File: config.mk
export PLATFORM = sky130hd
export DESIGN_NAME = reg_file_flat
export DESIGN_NICKNAME = d
export VERILOG_FILES = /design/src/rtl/reg_file_if.sv /design/src/rtl/reg_file.sv /design/src/flat_wrapper.sv
export SDC_FILE = /design/constraint.sdc
export NUM_CORES = 2
export LEC_CHECK = 0
export CORE_UTILIZATION = 55
export DETAILED_ROUTE_END_ITERATION = 16
export HOLD_SLACK_MARGIN = 0.05
export PLACE_DENSITY = 0.78
export SLEW_MARGIN = 20
export SYNTH_ARGS = -nofsm -noshare
export SYNTH_HDL_FRONTEND = slang
export SYNTH_SLANG_ARGS = --single-unit
export TNS_END_PERCENT = 30
File: constraint.sdc
create_clock -name clk -period 3.4 [get_ports clk]
set_input_delay 0.51 -clock clk [delete_from_list [all_inputs] [get_ports clk]]
set_output_delay 0.51 -clock clk [all_outputs]
set_load 0.005 [all_outputs]
File: src/rtl/reg_file_if.sv
// ----------------------------------------------------------------------------
// reg_file_if
//
// Purpose:
//   Bundles the three traffic groups that meet at the architectural register
//   file into one interface:
//     - issue  : the decoder marks a destination as pending on a ROB tag
//     - commit : the ROB writes a retired value and retires its tag
//     - read   : the decoder looks up two source operands combinationally
//
// Modports:
//   master : the pipeline side (decoder + ROB). Drives issue/commit/read
//            indices and receives operand value + dependency tag.
//   slave  : the register file. Receives issue/commit/read indices and
//            drives operand value + dependency tag.
//
// Tags are ROB_POS_WIDTH+1 bits wide. MSB=1 marks a live tag, and an
// all-zero tag means "no dependency".
// ----------------------------------------------------------------------------
interface reg_file_if #(
    parameter int ROB_POS_WIDTH = 4
);
    localparam int TAG_W = ROB_POS_WIDTH + 1;

    // Issue: destination of a newly dispatched instruction.
    logic             issue_to_reg_enable;
    logic [4:0]       issue_to_reg_rd;
    logic [TAG_W-1:0] issue_to_reg_rob_pos;

    // Commit: retirement write from the ROB head.
    logic             rob_to_reg_enable;
    logic [4:0]       rob_to_reg_rd;
    logic [31:0]      rob_to_reg_val;
    logic [TAG_W-1:0] commit_rob_pos;

    // Decoder operand lookup.
    logic [4:0]       dc_to_reg_rs1;
    logic [4:0]       dc_to_reg_rs2;
    logic [31:0]      reg_to_dc_rs1_val;
    logic [TAG_W-1:0] reg_to_dc_rs1_dep;
    logic [31:0]      reg_to_dc_rs2_val;
    logic [TAG_W-1:0] reg_to_dc_rs2_dep;

    modport master (
        output issue_to_reg_enable, issue_to_reg_rd, issue_to_reg_rob_pos,
        output rob_to_reg_enable, rob_to_reg_rd, rob_to_reg_val, commit_rob_pos,
        output dc_to_reg_rs1, dc_to_reg_rs2,
        input  reg_to_dc_rs1_val, reg_to_dc_rs1_dep,
        input  reg_to_dc_rs2_val, reg_to_dc_rs2_dep
    );

    modport slave (
        input  issue_to_reg_enable, issue_to_reg_rd, issue_to_reg_rob_pos,
        input  rob_to_reg_enable, rob_to_reg_rd, rob_to_reg_val, commit_rob_pos,
        input  dc_to_reg_rs1, dc_to_reg_rs2,
        output reg_to_dc_rs1_val, reg_to_dc_rs1_dep,
        output reg_to_dc_rs2_val, reg_to_dc_rs2_dep
    );
endinterface

File: src/rtl/reg_file.sv
// ----------------------------------------------------------------------------
// reg_file
//
// Purpose:
//   Architectural register file with per-register rename tags. Each register
//   holds a 32-bit committed value and the wrapped ROB tag of its youngest
//   in-flight producer (0 when the value is final). Issue records a producer,
//   commit writes the value and retires the tag if it still belongs to the
//   committing entry, and a flush drops every pending tag.
//
// Ports:
//   clk  : clock
//   rst  : asynchronous active-low reset; clears all values and tags
//   rdy  : global ready; low freezes all state (flush included)
//   clr  : ROB flush; drops all pending tags, blocks same-cycle issue,
//          still honours same-cycle commit
//   bus  : reg_file_if.slave carrying issue, commit and decoder read ports
//
// Reads are purely combinational, with a same-cycle commit bypass and no
// same-cycle issue bypass (an instruction must see the mapping that existed
// before its own issue). x0 reads as zero and ignores writes/issues.
// ----------------------------------------------------------------------------
module reg_file #(
    parameter int REG_NUM       = 32,
    parameter int ROB_POS_WIDTH = 4
) (
    input  logic           clk,
    input  logic           rst,
    input  logic           rdy,
    input  logic           clr,
    reg_file_if.slave      bus
);
    localparam int TAG_W = ROB_POS_WIDTH + 1;

    typedef logic [TAG_W-1:0] tag_t;

    // Result of one operand lookup.
    typedef struct packed {
        logic [31:0] val;
        tag_t        dep;
    } rd_res_t;

    // ------------------------------------------------------------------
    // Local views of the interface signals
    // ------------------------------------------------------------------
    logic        issue_en;
    logic [4:0]  issue_rd;
    tag_t        issue_pos;
    logic        commit_en;
    logic [4:0]  commit_rd;
    logic [31:0] commit_val;
    tag_t        commit_pos;

    assign issue_en   = bus.issue_to_reg_enable;
    assign issue_rd   = bus.issue_to_reg_rd;
    assign issue_pos  = bus.issue_to_reg_rob_pos;
    assign commit_en  = bus.rob_to_reg_enable;
    assign commit_rd  = bus.rob_to_reg_rd;
    assign commit_val = bus.rob_to_reg_val;
    assign commit_pos = bus.commit_rob_pos;

    // ------------------------------------------------------------------
    // State
    // ------------------------------------------------------------------
    logic [31:0]        val_q   [REG_NUM];
    tag_t               tag_q   [REG_NUM];
    tag_t               tag_nxt [REG_NUM];
    logic [REG_NUM-1:0] wr_en;

    // ------------------------------------------------------------------
    // Next-state tag and value-write decode
    // ------------------------------------------------------------------
    // Tag priority per register: flush clears everything, then a new issue
    // takes over (it is younger than anything committing), and only then
    // does a matching commit retire the tag. A commit whose tag no longer
    // matches leaves the younger producer's tag in place.
    always_comb begin
        for (int i = 0; i < REG_NUM; i++) begin
            // NOTE: every signal written here gets a default first, so no
            // path leaves it unassigned and no latch is inferred.
            wr_en[i]   = 1'b0;
            tag_nxt[i] = tag_q[i];
            if (i != 0) begin
                wr_en[i] = commit_en && (commit_rd == 5'(i));
                if (clr) begin
                    tag_nxt[i] = '0;
                end else if (issue_en && (issue_rd == 5'(i))) begin
                    tag_nxt[i] = issue_pos;
                end else if (wr_en[i] && (tag_q[i] == commit_pos)) begin
                    tag_nxt[i] = '0;
                end
            end
        end
    end

    // ------------------------------------------------------------------
    // State registers
    // ------------------------------------------------------------------
    // NOTE: this array is built from flops, not a RAM macro, so it can and
    // must be cleared by reset: consumers rely on every tag reading 0 after
    // reset, otherwise stale tags would stall the decoder forever.
    always_ff @(posedge clk or negedge rst) begin
        if (!rst) begin
            for (int i = 0; i < REG_NUM; i++) begin
                val_q[i] <= '0;
                tag_q[i] <= '0;
            end
        end else if (rdy) begin
            // NOTE: non-blocking assignments keep every register update
            // based on pre-edge values, independent of statement order.
            for (int i = 0; i < REG_NUM; i++) begin
                if (wr_en[i]) begin
                    val_q[i] <= commit_val;
                end
                tag_q[i] <= tag_nxt[i];
            end
        end
    end

    // ------------------------------------------------------------------
    // Combinational read path
    // ------------------------------------------------------------------
    // A committing value is forwarded only when its tag is still the one the
    // register is waiting on; if a younger producer has been issued, the
    // reader must wait on that producer instead. During a flush every
    // in-flight producer is gone, so the stored value is final.
    function automatic rd_res_t read_reg(input logic [4:0] rs);
        rd_res_t res;
        res.val = '0;
        res.dep = '0;
        if ((rs != 5'd0) && (int'(rs) < REG_NUM)) begin
            if (commit_en && (commit_rd == rs) && (tag_q[rs] == commit_pos)) begin
                res.val = commit_val;
            end else begin
                res.val = val_q[rs];
                res.dep = clr ? '0 : tag_q[rs];
            end
        end
        return res;
    endfunction

    rd_res_t rs1_res;
    rd_res_t rs2_res;

    always_comb begin
        rs1_res = read_reg(bus.dc_to_reg_rs1);
        rs2_res = read_reg(bus.dc_to_reg_rs2);
    end

    assign bus.reg_to_dc_rs1_val = rs1_res.val;
    assign bus.reg_to_dc_rs1_dep = rs1_res.dep;
    assign bus.reg_to_dc_rs2_val = rs2_res.val;
    assign bus.reg_to_dc_rs2_dep = rs2_res.dep;

endmodule

File: src/flat_wrapper.sv
// flat-port wrapper written by rule: the top's interface ports become plain ports
module reg_file_flat 
#(
    parameter int REG_NUM       = 32,
    parameter int ROB_POS_WIDTH = 4
)
  (clk, rst, rdy, clr, bus_issue_to_reg_enable, bus_issue_to_reg_rd, bus_issue_to_reg_rob_pos, bus_rob_to_reg_enable, bus_rob_to_reg_rd, bus_rob_to_reg_val, bus_commit_rob_pos, bus_dc_to_reg_rs1, bus_dc_to_reg_rs2, bus_reg_to_dc_rs1_val, bus_reg_to_dc_rs1_dep, bus_reg_to_dc_rs2_val, bus_reg_to_dc_rs2_dep);
  reg_file_if #(.ROB_POS_WIDTH(ROB_POS_WIDTH)) bus_i ();
  input  logic clk;
  input  logic rst;
  input  logic rdy;
  input  logic clr;
  input wire logic [$bits(bus_i.issue_to_reg_enable)-1:0] bus_issue_to_reg_enable;
  input wire logic [$bits(bus_i.issue_to_reg_rd)-1:0] bus_issue_to_reg_rd;
  input wire logic [$bits(bus_i.issue_to_reg_rob_pos)-1:0] bus_issue_to_reg_rob_pos;
  input wire logic [$bits(bus_i.rob_to_reg_enable)-1:0] bus_rob_to_reg_enable;
  input wire logic [$bits(bus_i.rob_to_reg_rd)-1:0] bus_rob_to_reg_rd;
  input wire logic [$bits(bus_i.rob_to_reg_val)-1:0] bus_rob_to_reg_val;
  input wire logic [$bits(bus_i.commit_rob_pos)-1:0] bus_commit_rob_pos;
  input wire logic [$bits(bus_i.dc_to_reg_rs1)-1:0] bus_dc_to_reg_rs1;
  input wire logic [$bits(bus_i.dc_to_reg_rs2)-1:0] bus_dc_to_reg_rs2;
  output wire logic [$bits(bus_i.reg_to_dc_rs1_val)-1:0] bus_reg_to_dc_rs1_val;
  output wire logic [$bits(bus_i.reg_to_dc_rs1_dep)-1:0] bus_reg_to_dc_rs1_dep;
  output wire logic [$bits(bus_i.reg_to_dc_rs2_val)-1:0] bus_reg_to_dc_rs2_val;
  output wire logic [$bits(bus_i.reg_to_dc_rs2_dep)-1:0] bus_reg_to_dc_rs2_dep;
  assign bus_i.issue_to_reg_enable = bus_issue_to_reg_enable;
  assign bus_i.issue_to_reg_rd = bus_issue_to_reg_rd;
  assign bus_i.issue_to_reg_rob_pos = bus_issue_to_reg_rob_pos;
  assign bus_i.rob_to_reg_enable = bus_rob_to_reg_enable;
  assign bus_i.rob_to_reg_rd = bus_rob_to_reg_rd;
  assign bus_i.rob_to_reg_val = bus_rob_to_reg_val;
  assign bus_i.commit_rob_pos = bus_commit_rob_pos;
  assign bus_i.dc_to_reg_rs1 = bus_dc_to_reg_rs1;
  assign bus_i.dc_to_reg_rs2 = bus_dc_to_reg_rs2;
  assign bus_reg_to_dc_rs1_val = bus_i.reg_to_dc_rs1_val;
  assign bus_reg_to_dc_rs1_dep = bus_i.reg_to_dc_rs1_dep;
  assign bus_reg_to_dc_rs2_val = bus_i.reg_to_dc_rs2_val;
  assign bus_reg_to_dc_rs2_dep = bus_i.reg_to_dc_rs2_dep;
  reg_file #(.REG_NUM(REG_NUM), .ROB_POS_WIDTH(ROB_POS_WIDTH)) u_core (.clk(clk), .rst(rst), .rdy(rdy), .clr(clr), .bus(bus_i));
endmodule
# [After elaboration in Yosys (flattened, before gate mapping)]
# Index checks and enable logic that the tools add are counted.
[word_totals] regBits=1147 in_bits=68 out_inout_bits=74 elab_cells=468
[op_classes] magnitude_cmp=2 eq_ne=97 muxes=113 bitwise_logic=2 reduce_logical=192
[op_table] op="5-bit 2-to-1 mux" count=101
[op_table] op="32-bit binary-select mux with 5-bit select" count=2
[op_table] op="32-bit 2-to-1 mux" count=6
[op_table] op="5-bit == test" count=35
[op_table] op="5-bit == test, second input constant" count=32
[op_table] op="2-bit AND reduction" count=62
[op_table] op="1-bit logical AND" count=97
[op_table] op="3-bit nonzero test" count=31
[op_table] op="5-bit by 4-bit == test with 1-bit output, second input constant" count=16
[op_table] op="37-bit 2-to-1 mux" count=2
[op_table] op="5-bit binary-select mux with 5-bit select" count=2
[op_table] op="5-bit by 3-bit == test with 1-bit output, second input constant" count=8
[op_table] op="5-bit by 2-bit == test with 1-bit output, second input constant" count=4
[op_table] op="6-bit greater-or-equal comparator, second input constant" count=2
[op_table] op="5-bit NOT with 6-bit output" count=2
[op_table] op="5-bit by 1-bit == test with 1-bit output, second input constant" count=2
[op_table] op="5-bit nonzero test" count=2

# [Longest topological paths before layout]
[depth] ltp_word=8 mapped_depth=14 mapped_depth_nobuf=8

# [Worst setup path before layout]
# No wires, ideal clock.
[synth_path] path_kind="input -> output" startpoint="input port bus_dc_to_reg_rs2[0]" endpoint="output port bus_reg_to_dc_rs2_val[19]" arrival_time_ns=3.004 required_time_ns=2.890 slack_ns=-0.114 stages=9 n_path_buf=5 path_cell_list="buf_2 > buf_4 > buf_2 > buf_2 > buf_1 > mux4_2 > mux4_2 > mux2i_1 > o21ai_2"
[synth_via] elab_chain_cells=8 elab_cells_between_ends=14 classes_between="eq/ne: 2; mux: 8; bitwise: 1; reduce/logical: 3"
[synth_rtl] element="from (decl)" line_no="flat_wrapper.sv:21" source="input wire logic [$bits(bus_i.dc_to_reg_rs2)-1:0] bus_dc_to_reg_rs2;"
[synth_rtl] element="5-bit NOT with 6-bit output (implied by the code)" line_no="reg_file.sv:132, reg_file.sv:135"
[synth_rtl] element="5-bit binary-select mux with 5-bit select" line_no="reg_file.sv:132" source="if (commit_en && (commit_rd == rs) && (tag_q[rs] == commit_pos)) begin"
[synth_rtl] element="5-bit 2-to-1 mux (implied by the code) (2 in series)" line_no="reg_file.sv:132"
[synth_rtl] element="5-bit == test" line_no="reg_file.sv:132"
[synth_rtl] element="1-bit logical AND" line_no="reg_file.sv:132"
[synth_rtl] element="32-bit 2-to-1 mux" line_no="reg_file.sv:132"
[synth_rtl] element="37-bit 2-to-1 mux (*)" line_no="reg_file.sv:131" source="if ((rs != 5'd0) && (int'(rs) < REG_NUM)) begin"
[synth_rtl] element="to (decl)" line_no="flat_wrapper.sv:24" source="output wire logic [$bits(bus_i.reg_to_dc_rs2_val)-1:0] bus_reg_to_dc_rs2_val;"
# Every way passes the cells marked *; elsewhere a longest branch is shown, timed or not. The select of a mux whose other input is x is not followed.

# [Worst setup path in the final report]
[layout_path] startpoint="register u_core.tag_q[9] (netlist name)" endpoint="output port bus_reg_to_dc_rs1_val[28]"
[layout_via] elab_chain_cells=7
[layout_rtl] element="from (decl)" line_no="reg_file.sv:66" source="tag_t tag_q [REG_NUM];"
[layout_rtl] element="from (signal, indexed assignment)" line_no="reg_file.sv:115" source="tag_q[i] <= tag_nxt[i];"
[layout_rtl] element="5-bit binary-select mux with 5-bit select" line_no="reg_file.sv:132"
[layout_rtl] element="5-bit 2-to-1 mux (implied by the code) (2 in series)" line_no="reg_file.sv:132"
[layout_rtl] element="5-bit == test" line_no="reg_file.sv:132"
[layout_rtl] element="1-bit logical AND" line_no="reg_file.sv:132"
[layout_rtl] element="32-bit 2-to-1 mux" line_no="reg_file.sv:132"
[layout_rtl] element="37-bit 2-to-1 mux" line_no="reg_file.sv:131"
[layout_rtl] element="to (decl)" line_no="flat_wrapper.sv:22" source="output wire logic [$bits(bus_i.reg_to_dc_rs1_val)-1:0] bus_reg_to_dc_rs1_val;"
# No other way between the ends. The select of a mux whose other input is x is not followed.

==> flow_metrics.py <==
metrics = {
    "timing": {
        "fmax_ghz": 0.2236,
        "rsz0062_at_grt": "yes",
        "setup_viol": 74,
        "timing.final.crit_share_pct": 131.5,
        "finalHoldViolCount": 0,
        "worst_pin_slew_ps": 1145,
        "setup_slack_ps": -1072,
        "min_period_ps": 4472,
        "skew_ps": 22.44,
        "maxSlewViolCount": 0,
        "slew_headroom_pct": 23.65,
    },
    "logic_synthesis": {
        "yosysUniqueCellTypes": 70,
        "synth_edf_count": 0,
        "ys_ff_latch": 1147,
        "synth_cells": 4675,
        "synth.avg_cell_area_sq_um": 13.94,
        "syn-num-nets": 4743,
        "yosysTopAreaCell": "dfrtp_1",
        "synth_flop_cell": "dfrtp_1",
        "ys_async_sr_fraction_pct": 100.0,
        "synth_most_common_cell": "dfrtp_1",
        "synth_area_sq_mm": 0.06519,
        "synth_top_cell_area_share_pct": 44.03,
        "synthTopCellsByCount": "dfrtp_1 (1147), mux2_2 (1050), mux4_2 (613)",
        "yosysSeqAreaShare_pct": 44.03,
        "synth_warnings": 0,
        "synthTopCellsByArea": "dfrtp_1 (44%), mux4_2 (21%), mux2_2 (18%)",
    },
    "setup_path": {
        "path_class": "reg2out",
        "path_max_fanout": 5,
        "worstPathRequired_ps": 2890,
        "worstPathCellList": "buf_6 -> mux4_2 -> mux4_2 -> a21oi_4 -> xor2_1 -> nand3_1 -> nor4b_4 -> buf_12 -> buf_12 -> buf_8 -> buf_6 -> mux2i_1 -> buf_2",
        "slowest_delay_ps": 530,
        "cp-end-kind": "primary output",
        "critPathBufInv": 6,
        "r2r_slack_ps": 1500,
        "path_delay_family": "multiplexers",
        "startpoint_type": "flop",
        "r2r_end": "u_core.tag_q[18]",
        "r2r_start": "u_core.tag_q[19]",
        "r2r_cells": 7,
        "worstPathArrival_ps": 3960,
        "crit_slowest_cell": "mux4_2",
    },
    "cells_and_area": {
        "stdcell_area_sq_mm": 0.07658,
        "area_growth_pct": 17.47,
        "drive_above_1_share_pct": 51.83,
        "nNetsFinal": 5128,
    },
    "power": {
        "p_clk_share_pct": 37.9,
        "seqPwrFrac_pct": 43.9,
        "swShare_pct": 26.26,
        "p_per_area_mw_per_mm2": 489.3,
        "p_switching_w": 0.009838,
        "power.total_w": 0.03747,
        "comb_power_share_pct": 18.2,
        "p_leak_nw": 34.24,
        "ir_drop_uv": 484.1,
        "p_int_w": 0.02763,
    },
    "floorplanning": {
        "io_pins": 142,
        "die_y_um": 346.3,
        "chipWidth_um": 346.3,
        "num_rows": 125,
        "coreArea_sq_mm": 0.1168,
        "start_util_pct": 55.80,
        "die_area_sq_mm": 0.1199,
    },
    "cts": {
        "cts_root_buffer": "clkbuf_16",
        "clk_pin_slew_ps": 60,
        "cts_tree": "yes",
        "ctsHtreeMaxLevel": 3,
        "cts.sinks": 1147,
        "clk_path_buf_depth": 3,
        "worstSkewPairLatency_ps": 720,
        "cts_buffers": 120,
    },
    "drt": {
        "vias": 46180,
        "drc_errors": 0,
        "antenna_left": 0,
        "drt-initial-drc-count": 5618,
        "wl_per_cell_um": 31.61,
        "dr.pass1.iters": 6,
        "wl_um": 211200,
        "viasPerCell": 6.911,
    },
    "place": {
        "dpl-instance-area_sq_mm": 0.07183,
        "dp_hpwl_um": 127900,
        "numPortBuffers": 141,
        "place.gp.congestion": 1.019,
    },
    "global_route": {
        "grt_overflow": 0,
        "grt_max_degree": 145,
        "antenna_found_initial": 3,
        "grt_usage_pct": 35.50,
        "grt_pass1_wl_um": 314900,
        "grt_pass1_vias": 47364,
    },
    "run": {
        "cap_violations": 0,
    },
    "min_path": {
        "hold_depth": 4,
        "worst_hold_path_type": "in2reg",
        "min_to": "u_core.tag_q[113]",
        "hp-start": "rdy",
    },
    "status": {
        "violations": "negative setup slack",
        "status": "finished with violations",
    },
}
==> cell families (layout without fill, tap and decap cells) <==
family	count (synthesis)	in the layout	share of synthesized area [%]
AO/OA/AOI/OAI	277	277	2.837
XOR/XNOR	171	171	2.297
buffers and inverters	532	1014	3.503
flip-flops	1147	1147	44.03
multiplexers	1835	1835	42.11
other	0	1	0
AND/OR/NAND/NOR	713	713	5.221
==> worst min-delay path, cell delays in order <==
cell and delay (ps):
buf_4 140, buf_12 180, nand3_1 100, o21ai_0 70
==> worst max-delay path by stage <==
stage,to,start,slack (ps),cells past startpoint
floorplan,bus_reg_to_dc_rs1_val[0],bus_dc_to_reg_rs1[1],-20,10
detailed placement,bus_reg_to_dc_rs2_val[18],bus_dc_to_reg_rs2[4],-1230,12
global route,bus_reg_to_dc_rs1_val[28],u_core.tag_q[9],-1120,13
global placement,bus_reg_to_dc_rs2_val[12],bus_dc_to_reg_rs2[4],-1240,12
CTS,bus_reg_to_dc_rs1_val[20],u_core.tag_q[9],-1010,12
finish,bus_reg_to_dc_rs1_val[28],u_core.tag_q[9],-1070,13
==> power groups by stage <==
stage,sequential [W],combinational [W],clock [W]
after floorplan,0.0162,0.00462,0
after CTS,0.0164,0.00679,0.0143
final,0.0165,0.00681,0.0142
after detailed placement,0.0166,0.00684,0
after global placement,0.0164,0.00669,0
after global routing,0.0166,0.00720,0.0148
==> layout by cell type (no fill, tap or decap), types with 9 or more instances in the layout <==
cell type and count:
a22o_1 34, mux2i_1 161, buf_12 84, bufinv_16 17, clkbuf_8 36, clkinv_2 24
nand2_1 257, nand3_2 21, nor2_4 26, buf_8 9, nand2b_1 24, buf_2 70
nor4_1 39, mux2_2 1050, a21oi_1 20, buf_4 485, clkbuf_1 16, xor2_1 87
o31ai_1 35, inv_1 59, nor3_1 11, mux4_2 615, nand3_1 155, dfrtp_1 1146
nor2_1 71, xnor2_1 84, nor2b_1 27, clkdlybuf4s50_1 50, o21ai_0 96, buf_6 26
o21ai_2 16, clkbuf_16 120, o21ai_1 16, nand4_1 31
==> through the flow <==
stage / std cells / worst slack [ps] / util (%) / hold slack [ps] / setup TNS [ps]
floorplan: 4675 / -21.33 / - / 214.4 / -480.2
global placement: 6411 / -1244 / 61.49 / 500.6 / -73430
detailed placement: 6411 / -1227 / 61.49 / 509.8 / -71180
CTS: 6681 / -1006 / 65.55 / 390.3 / -65290
global route: 6681 / -1115 / 65.54 / 404.7 / -73040
finish: 6682 / -1072 / 65.55 / 352.2 / -65250
==> flip-flops by register name (all words and copies together) (netlist names) <==
name	flops
u_core.val_q	992
u_core.tag_q	155
==> layer usage <==
metal  global-route usage [%]  vias to the layer above  part of all wire, %
met5                        0                        -                0.016
met4                    17.09                        4                  5.7
met3                    8.401                      649                   10
met2                    53.85                     2654                   46
met1                    48.50                    24392                   38
li1                         -                    18481                    -
==> cell type report <==
type / instances / area, sq um
fillers: 7988 / 40250
multi-input cells: 2996 / 34740
flip-flops and latches: 1147 / 28700
repair buffers: 734 / 6725
clock buffers: 170 / 3531
well taps: 1524 / 1907
clock inverters: 49 / 740.7
inverters: 61 / 230.2
diodes: 1 / 2.502
==> what timing repair did <==
| action | CTS | global route |
|---|---|---|
| hold buffers | 1 | 0 |
| gates cloned | 4 | 0 |
| pin swaps | 19 | 6 |
| buffers inserted | 49 | 4 |
| endpoints found under the setup margin | 74 | 74 |
| hold endpoints to repair | 42 | 0 |
| resized for setup | 358 | 34 |
Power figures use the tool's default switching activity.
